===== src/rtl/snake_pkg.sv =====
// Shared direction encoding and helpers for the Snake game front end.
package snake_pkg;

  typedef enum logic [1:0] {
    DIR_UP    = 2'd0,
    DIR_RIGHT = 2'd1,
    DIR_DOWN  = 2'd2,
    DIR_LEFT  = 2'd3
  } dir_t;

  localparam dir_t DIR_RESET = DIR_RIGHT;

  function automatic dir_t dir_opposite(input dir_t d);
    return dir_t'(d ^ 2'd2);
  endfunction

endpackage


===== src/rtl/btn_debounce.sv =====
// Two-flop synchroniser, stable-count debouncer and one-cycle press pulse
// for a single raw button.
module btn_debounce #(
  parameter int unsigned DEB_CYCLES = 250000
) (
  input  logic clk,
  input  logic rst,
  input  logic btn,
  output logic press
);

  localparam int unsigned CNT_W = (DEB_CYCLES < 2) ? 1 : $clog2(DEB_CYCLES);
  localparam logic [CNT_W-1:0] CNT_LAST = CNT_W'(DEB_CYCLES - 1);

  logic [1:0]       sync_q, sync_d;
  logic [CNT_W-1:0] cnt_q, cnt_d;
  logic             level_q, level_d;
  logic             press_q, press_d;

  always_comb begin
    sync_d  = {sync_q[0], btn};
    cnt_d   = cnt_q;
    level_d = level_q;
    press_d = 1'b0;
    if (sync_q[1] == level_q) begin
      cnt_d = '0;
    end else if (cnt_q == CNT_LAST) begin
      // Level flips on the DEB_CYCLES-th consecutive differing sample.
      cnt_d   = '0;
      level_d = ~level_q;
      press_d = ~level_q;
    end else begin
      cnt_d = cnt_q + 1'b1;
    end
  end

  always_ff @(posedge clk or negedge rst) begin
    if (!rst) begin
      sync_q  <= '0;
      cnt_q   <= '0;
      level_q <= 1'b0;
      press_q <= 1'b0;
    end else begin
      sync_q  <= sync_d;
      cnt_q   <= cnt_d;
      level_q <= level_d;
      press_q <= press_d;
    end
  end

  assign press = press_q;

endmodule


===== src/rtl/dir_ctrl.sv =====
// Direction-input front end: debounced buttons, reversal filtering and a
// pending-turn buffer. Define DIR_QUEUE_EN for a QUEUE_DEPTH-entry FIFO;
// otherwise a single last-wins slot is used.
module dir_ctrl
  import snake_pkg::*;
#(
  parameter int unsigned DEB_CYCLES  = 250000,
  parameter int unsigned QUEUE_DEPTH = 2
) (
  input  logic       clk,
  input  logic       rst,
  input  logic       up,
  input  logic       right,
  input  logic       down,
  input  logic       left,
  input  logic       tick,
  output logic [1:0] dir,
  output logic       turn,
  output logic [2:0] pending
);

  if (QUEUE_DEPTH < 2 || QUEUE_DEPTH > 7) begin : g_bad_depth
    $error("dir_ctrl: QUEUE_DEPTH must be 2..7");
  end

  logic [3:0] press_vec;

  btn_debounce #(.DEB_CYCLES(DEB_CYCLES)) u_deb_up    (.clk(clk), .rst(rst), .btn(up),    .press(press_vec[0]));
  btn_debounce #(.DEB_CYCLES(DEB_CYCLES)) u_deb_right (.clk(clk), .rst(rst), .btn(right), .press(press_vec[1]));
  btn_debounce #(.DEB_CYCLES(DEB_CYCLES)) u_deb_down  (.clk(clk), .rst(rst), .btn(down),  .press(press_vec[2]));
  btn_debounce #(.DEB_CYCLES(DEB_CYCLES)) u_deb_left  (.clk(clk), .rst(rst), .btn(left),  .press(press_vec[3]));

  logic press_any;
  dir_t press_dir;
  dir_t dir_q, dir_d;
  logic turn_q, turn_d;
  logic pop;
  dir_t ref_dir;
  logic press_ok;

  always_comb begin
    press_any = |press_vec;
    if (press_vec[0])      press_dir = DIR_UP;
    else if (press_vec[1]) press_dir = DIR_RIGHT;
    else if (press_vec[2]) press_dir = DIR_DOWN;
    else                   press_dir = DIR_LEFT;
  end

  assign press_ok = press_any && (press_dir != ref_dir) && (press_dir != dir_opposite(ref_dir));

`ifdef DIR_QUEUE_EN
  localparam int unsigned PTR_W   = $clog2(QUEUE_DEPTH);
  localparam int unsigned MEM_N   = 1 << PTR_W;
  localparam logic [2:0]  DEPTH_C = 3'(QUEUE_DEPTH);
  localparam logic [PTR_W-1:0] PTR_LAST = PTR_W'(QUEUE_DEPTH - 1);

  dir_t             mem_q [MEM_N];
  dir_t             mem_d [MEM_N];
  logic [PTR_W-1:0] rd_ptr_q, rd_ptr_d, wr_ptr_q, wr_ptr_d, tail_idx;
  logic [2:0]       count_q, count_d, count_post;
  logic             push;

  always_comb begin
    pop        = tick && (count_q != 3'd0);
    dir_d      = pop ? mem_q[rd_ptr_q] : dir_q;
    turn_d     = pop;
    count_post = count_q - {2'b00, pop};
    tail_idx   = (wr_ptr_q == '0) ? PTR_LAST : wr_ptr_q - 1'b1;
    // Reference is the newest still-buffered turn, or the post-pop dir.
    ref_dir    = (count_post != 3'd0) ? mem_q[tail_idx] : dir_d;
    push       = press_ok && (count_post < DEPTH_C);

    mem_d    = mem_q;
    rd_ptr_d = rd_ptr_q;
    wr_ptr_d = wr_ptr_q;
    if (push) begin
      mem_d[wr_ptr_q] = press_dir;
      wr_ptr_d = (wr_ptr_q == PTR_LAST) ? '0 : wr_ptr_q + 1'b1;
    end
    if (pop) begin
      rd_ptr_d = (rd_ptr_q == PTR_LAST) ? '0 : rd_ptr_q + 1'b1;
    end
    count_d = count_post + {2'b00, push};
  end

  always_ff @(posedge clk or negedge rst) begin
    if (!rst) begin
      for (int unsigned i = 0; i < MEM_N; i++) mem_q[i] <= DIR_RESET;
      rd_ptr_q <= '0;
      wr_ptr_q <= '0;
      count_q  <= '0;
    end else begin
      mem_q    <= mem_d;
      rd_ptr_q <= rd_ptr_d;
      wr_ptr_q <= wr_ptr_d;
      count_q  <= count_d;
    end
  end

  assign pending = count_q;
`else
  dir_t slot_q, slot_d;
  logic slot_valid_q, slot_valid_d;

  always_comb begin
    pop          = tick && slot_valid_q;
    dir_d        = pop ? slot_q : dir_q;
    turn_d       = pop;
    ref_dir      = dir_d;
    slot_d       = press_ok ? press_dir : slot_q;
    slot_valid_d = press_ok || (slot_valid_q && !pop);
  end

  always_ff @(posedge clk or negedge rst) begin
    if (!rst) begin
      slot_q       <= DIR_RESET;
      slot_valid_q <= 1'b0;
    end else begin
      slot_q       <= slot_d;
      slot_valid_q <= slot_valid_d;
    end
  end

  assign pending = {2'b00, slot_valid_q};
`endif

  always_ff @(posedge clk or negedge rst) begin
    if (!rst) begin
      dir_q  <= DIR_RESET;
      turn_q <= 1'b0;
    end else begin
      dir_q  <= dir_d;
      turn_q <= turn_d;
    end
  end

  assign dir  = dir_q;
  assign turn = turn_q;

endmodule

===== config.mk =====
export PLATFORM = sky130hd
export DESIGN_NAME = dir_ctrl
export DESIGN_NICKNAME = d
export VERILOG_FILES = /design/src/rtl/snake_pkg.sv /design/src/rtl/btn_debounce.sv /design/src/rtl/dir_ctrl.sv
export SDC_FILE = /design/constraint.sdc
export NUM_CORES = 1
export LEC_CHECK = 0
export BUFFER_PORTS_ARGS = -buffer_cell sky130_fd_sc_hd__buf_2
export CAP_MARGIN = 20
export CELL_PAD_IN_SITES_DETAIL_PLACEMENT = 0
export CELL_PAD_IN_SITES_GLOBAL_PLACEMENT = 1
export CORE_MARGIN = 2
export CORE_UTILIZATION = 50
export CTS_CLUSTER_DIAMETER = 30
export CTS_CLUSTER_SIZE = 24
export DETAILED_ROUTE_END_ITERATION = 16
export HOLD_SLACK_MARGIN = 0.15
export PLACE_DENSITY = 0.8
export RECOVER_POWER = 50
export SETUP_SLACK_MARGIN = 0.15
export SLEW_MARGIN = 30
export SYNTH_ARGS = -nofsm -noshare
export SYNTH_HDL_FRONTEND = slang
export SYNTH_SLANG_ARGS = --single-unit

===== constraint.sdc =====
create_clock -name clk -period 2.3 [get_ports clk]
set_input_delay 0.115 -clock clk [delete_from_list [all_inputs] [get_ports clk]]
set_output_delay 0.115 -clock clk [all_outputs]
set_load 0.02 [all_outputs]

# Word level (Yosys, flattened, before mapping)
# Cells that the tools add are included.
# totals
register_bits	94
in_bits	7
output_inout_bits	6
wordCells	74
# op_classes
n_bitwise	9
n_reduce_logical	11
n_mux	20
n_eq_ne	10
addsub	4
# op_table
operator	n
18-bit 2-to-1 mux	8
18-bit by 1-bit adder with 18-bit output, second input constant	4
18-bit == test, second input constant	4
1-bit 2-to-1 mux	9
1-bit inverter	9
2-bit AND reduction	4
2-bit 2-to-1 mux	3
1-bit == test	4
1-bit logical AND	4
2-bit != test	2
4-bit OR reduction	1
1-bit zero test	1
1-bit logical OR	1

# Logic depth before layout (Yosys ltp)
# depth
word_depth	7
depth_mapped	6
mapped_depth_nobuf	5

# By module
# Synthesis repeated with hierarchy kept, for this count alone.
# unflattened
cells_unflattened	431
area_unflattened_um2	4556.9
# by_module_without_submodules
module	area_each_um2	seq_area_each_um2	n_inst	cells_each
btn_debounce	1059.8	550.5	4	100
dir_ctrl	317.8	152.6	1	31

# Worst setup path after synthesis
# No wires, ideal clock.
# synth_path
path_kind	reg2reg
startpoint	register u_deb_left.cnt_q[5]
endpoint	register u_deb_left.level_q
stages_incl_launch_ff	5
setup_ns	0.125
n_path_buf	0
setup_slack_ns	0.425
period_less_slack_ns	1.875
arrival_time_ns	1.750
cell_sequence	dfrtp_1 nor4_2 nand4_2 or4_4 mux2_4
# synth_via
elab_chain_cells	2
# synth_rtl
item	line_no	text
from (decl)	btn_debounce.sv:16	logic [CNT_W-1:0] cnt_q, cnt_d;
from (signal assigned)	btn_debounce.sv:45	cnt_q <= cnt_d;
18-bit == test	btn_debounce.sv:27	end else if (cnt_q == CNT_LAST) begin
2-bit AND reduction (no source line)	-	
to (signal assigned)	btn_debounce.sv:46	level_q <= level_d;
to (decl)	btn_debounce.sv:17	logic level_q, level_d;
# No other way between the ends.
# A chain may end at the register's enable or synchronous reset.

# Worst setup path after layout
# layout_path
startpoint	register u_deb_down.cnt_q[0]
endpoint	register u_deb_down.cnt_q[16]
# layout_via
elab_chain_cells	3
elab_cells_between_ends	4
cone_classes	1 x add/sub; 1 x eq/ne; 2 x mux
# layout_rtl
item	line_no	text
from (decl)	btn_debounce.sv:16	
from (signal assigned)	btn_debounce.sv:45	
18-bit by 1-bit adder with 18-bit output or 18-bit == test (tied branches)	btn_debounce.sv:33, btn_debounce.sv:27	
18-bit 2-to-1 mux (*)	btn_debounce.sv:27	
18-bit 2-to-1 mux (*)	btn_debounce.sv:25	if (sync_q[1] == level_q) begin
via u_deb_down.cnt_d[16]	btn_debounce.sv:16	
# Mark *: on every way through the listed nets, which the timed path passes. The rest lies on a longest branch.

==> impl_metrics.yaml <==
timing:
  setup-violations-final: 0
  relSlewSlack_pct: 20.7
  tightest_slew_ps: 1190
  post-route-worst-setup-slack_ps: 338
  finalClockSkew_ps: 15.3
  final_min_period_over_clock_period_pct: 85.3
  setup_total_negative_slack_ps: 0
  period_needed_ps: 1960
  grt_setup_unrepaired: "false"
  fmax_ghz: 0.510
  hold_violations: 0
  maxSlewViolCount: 0
floorplan:
  start_util_pct: 51.5
  core_area_um2: 8720
  die_area_um2: 9760
  die_h_um: 98.8
  placement_rows: 34
  dieWidth_um: 98.8
  design.portCount: 13
setup_path:
  worst-endpoint-arrival_ps: 2260
  critPathCaptureType: "flip-flop"
  rrSetupSlack_ps: 340
  cp_depth: 5
  critPathSlowestCell: "or4_1"
  r2r_start: "u_deb_down.cnt_q[0]"
  critical_path.n_buffers_inverters: 0
  worst-path-max-fanout: 9
  timing.critical_path.slowest_cell_delay_ps: 590
  crit_family: "simple AND/OR/NAND/NOR gates"
  rr_worst_depth: 5
  startpoint_type: "flip-flop"
  crit_required_ps: 2590
  critPathLaunch: "u_deb_down.cnt_q[0]"
  crit_type: "flip-flop to flip-flop"
  reg2reg_to: "u_deb_down.cnt_q[16]"
  crit_path_cell_trace: "ha_1 -> nand3_2 -> or4_1 -> or3_1 -> a21oi_1"
power_and_ir_drop:
  ir_drop_mv: 0.340
  leakage_power_nw: 2.04
  powerDensity_nw_per_um2: 600
  report.power.total_mw: 3.00
global_route:
  groute.usage.overall_pct: 17.2
  grt_remaining_overflow: 0
  grt_start_max_net_pins: 50
  grt_first_pass_wirelength_um: 13800
  via_count_of_the_first_global_routing_pass: 3039
  antenna_found_initial: 0
finish:
  final.fill_count: 763
  fin_nets: 470
  final_area_um2: 5000
  regArea_um2: 2350
  most_frequent_cells_in_the_layout: "92 x dfrtp_1, 69 x nor2_1, 44 x xnor2_1"
  final_common_cell: "dfrtp_1"
  multi_input_comb_area_um2: 2040
  num_antenna_cells: 0
  drive_gt1_share_pct: 13.4
  area_delta_synth_final_pct: 11.2
clock_tree:
  number_of_resized_instances_in_the_post_cts_repair_step: 0
  worstSkewPairLatency_ps: 360
  max-clock-path-buffers: 2
  cts_setup_buffers: 0
  clock-sinks: 94
  cts-buffers-inserted: 9
  worst_setup_hold_path_clk_slew_ps: 100
  h-tree-depth: 3
  tritoncts: "done"
  cts-root-buf: "clkbuf_8"
logic_synthesis:
  synthesis.area_um2: 4490
  synth-edff-count: 0
  asyncSetResetFlopFracSynth_pct: 100
  dominantRegCellSynth: "dfrtp_1"
  yosysUniqueCellTypes: 41
  number_of_synthesis_warnings: 0
  postSynthAreaPerCell_um2: 10.6
  seq_area_frac_synth_pct: 52.4
  ys_seq_elements: 94
  synthesis.instances: 426
route:
  detailroute.via_count: 3127
  ant_nets: 0
  drt_wl_total_um: 7830
  dr.first_iter.drc_count: 90
  average_vias_per_placed_instance: 5.47
  detail_route.drc_violations: 0
  firstDrtPassIters: 4
  drt-wirelength-per-cell_um: 13.7
worst_hold_path:
  worst_hold_path.endpoint: "u_deb_down.sync_q[1]"
  hold-path-cell-count: 0
  holdCritStartpoint: "u_deb_down.sync_q[0]"
  min-delay-path-class: "flip-flop to flip-flop"
place:
  finalWeightedCongestion: 0.835
  place_worst_setup_slack_ps: 339
  dpl-instance-area_um2: 4740
  place.detailed.hpwl_um: 5400
  io_buffers: 10
status:
  result_of_the_run: "complete, no violations"
flow_run:
  max_cap_viol_count: 0
[report_power, final]
| part | total (mW) | switching (mW) | internal (mW) |
|---|---|---|---|
| Combinational | 0.129 | 0.0792 | 0.0493 |
| Clock | 1.16 | 0.591 | 0.572 |
| Sequential | 1.70 | 0.0249 | 1.68 |
[worst reg2reg max path, stage by stage (launching register included)]
cell,delay [ps]
dfrtp_1,420
ha_1,220
nand3_2,210
or4_1,590
or3_1,320
a21oi_1,140
[final cells by class]
type / instances / share of cell area, %
Sequential cell: 94 / 47.1
Multi-Input combinational cell: 310 / 40.8
Timing Repair Buffer: 30 / 4.06
Tap cell: 108 / 2.70
Clock inverter: 5 / 1.28
Inverter: 14 / 1.05
Clock buffer: 11 / 3.03
[per-layer routing]
layer	routed length [um]	vias up	GRT usage, %
met3	207	6	3.69
met5	0	-	0
met2	3610	33	27.2
met4	85	0	5.80
li1	-	1570	-
met1	3930	1518	23.8
[how the worst max path moves through the flow]
stage	to	slack, ps
2_1_floorplan	u_deb_left.level_q	430
6_report	u_deb_down.cnt_q[16]	340
3_3_place_gp	u_deb_left.level_q	370
5_1_grt	u_deb_right.level_q	160
4_1_cts	u_deb_down.cnt_q[16]	330
3_5_place_dp	u_deb_left.level_q	340
[cell usage after synthesis (2+ instances only)]
library cell	number	area share [%]
or3_1	10	1.4
o21ai_0	12	1.3
o311ai_0	3	0.58
xor2_1	14	2.7
nand2_1	21	1.8
and3_1	3	0.42
nand3_2	3	0.67
mux2_2	4	1.0
or4_1	7	1.2
xnor2_1	44	8.6
nor2b_1	2	0.28
nor3_1	14	1.6
buf_2	3	0.33
nand3_1	25	2.8
nand3b_1	3	0.50
o41ai_4	4	2.4
dfrtp_1	92	51
or4_4	4	1.0
buf_4	4	0.67
nand4_1	10	1.4
nand4_2	3	0.84
nor3b_1	4	0.67
ha_1	4	1.1
a21oi_1	12	1.3
nor4_1	21	2.9
and4_1	2	0.39
inv_1	14	1.2
mux2_4	2	0.67
nor2_1	69	5.8
dfstp_2	2	1.2
[kinds of logic after synthesis]
family	share of synthesized area (%)
simple gates	25.2
fa+ha+maj	1.11
xor+xnor	11.3
flops	52.4
buf+inv	2.37
mux	1.67
other cells	0.0834
compound gates	5.90
[metrics by stage]
stage                     cells  hold WS, ps  util [%]
after floorplan             427         -181         -
after global placement      550          179      54.3
after detailed placement    550          178      54.3
after CTS                   572          324      57.5
after global routing        572          365      57.3
final                       572          344      57.3
[registers in the layout, indices dropped and copies added (netlist names), 2 cells and up]
| register | flops |
|---|---|
| u_deb_up.sync_q | 2 |
| slot_q | 2 |
| u_deb_up.cnt_q | 18 |
| u_deb_left.cnt_q | 18 |
| u_deb_left.sync_q | 2 |
| u_deb_right.cnt_q | 18 |
| u_deb_down.sync_q | 2 |
| u_deb_right.sync_q | 2 |
| u_deb_down.cnt_q | 18 |
| dir | 2 |
[timing repair]
| item | in CTS | in global routing |
|---|---|---|
| setup endpoints to repair | 0 | 0 |
| endpoints found under the hold margin | 50 | 0 |
| hold buffers | 6 | 0 |
Note: power is estimated with default switching activity, not from simulation.
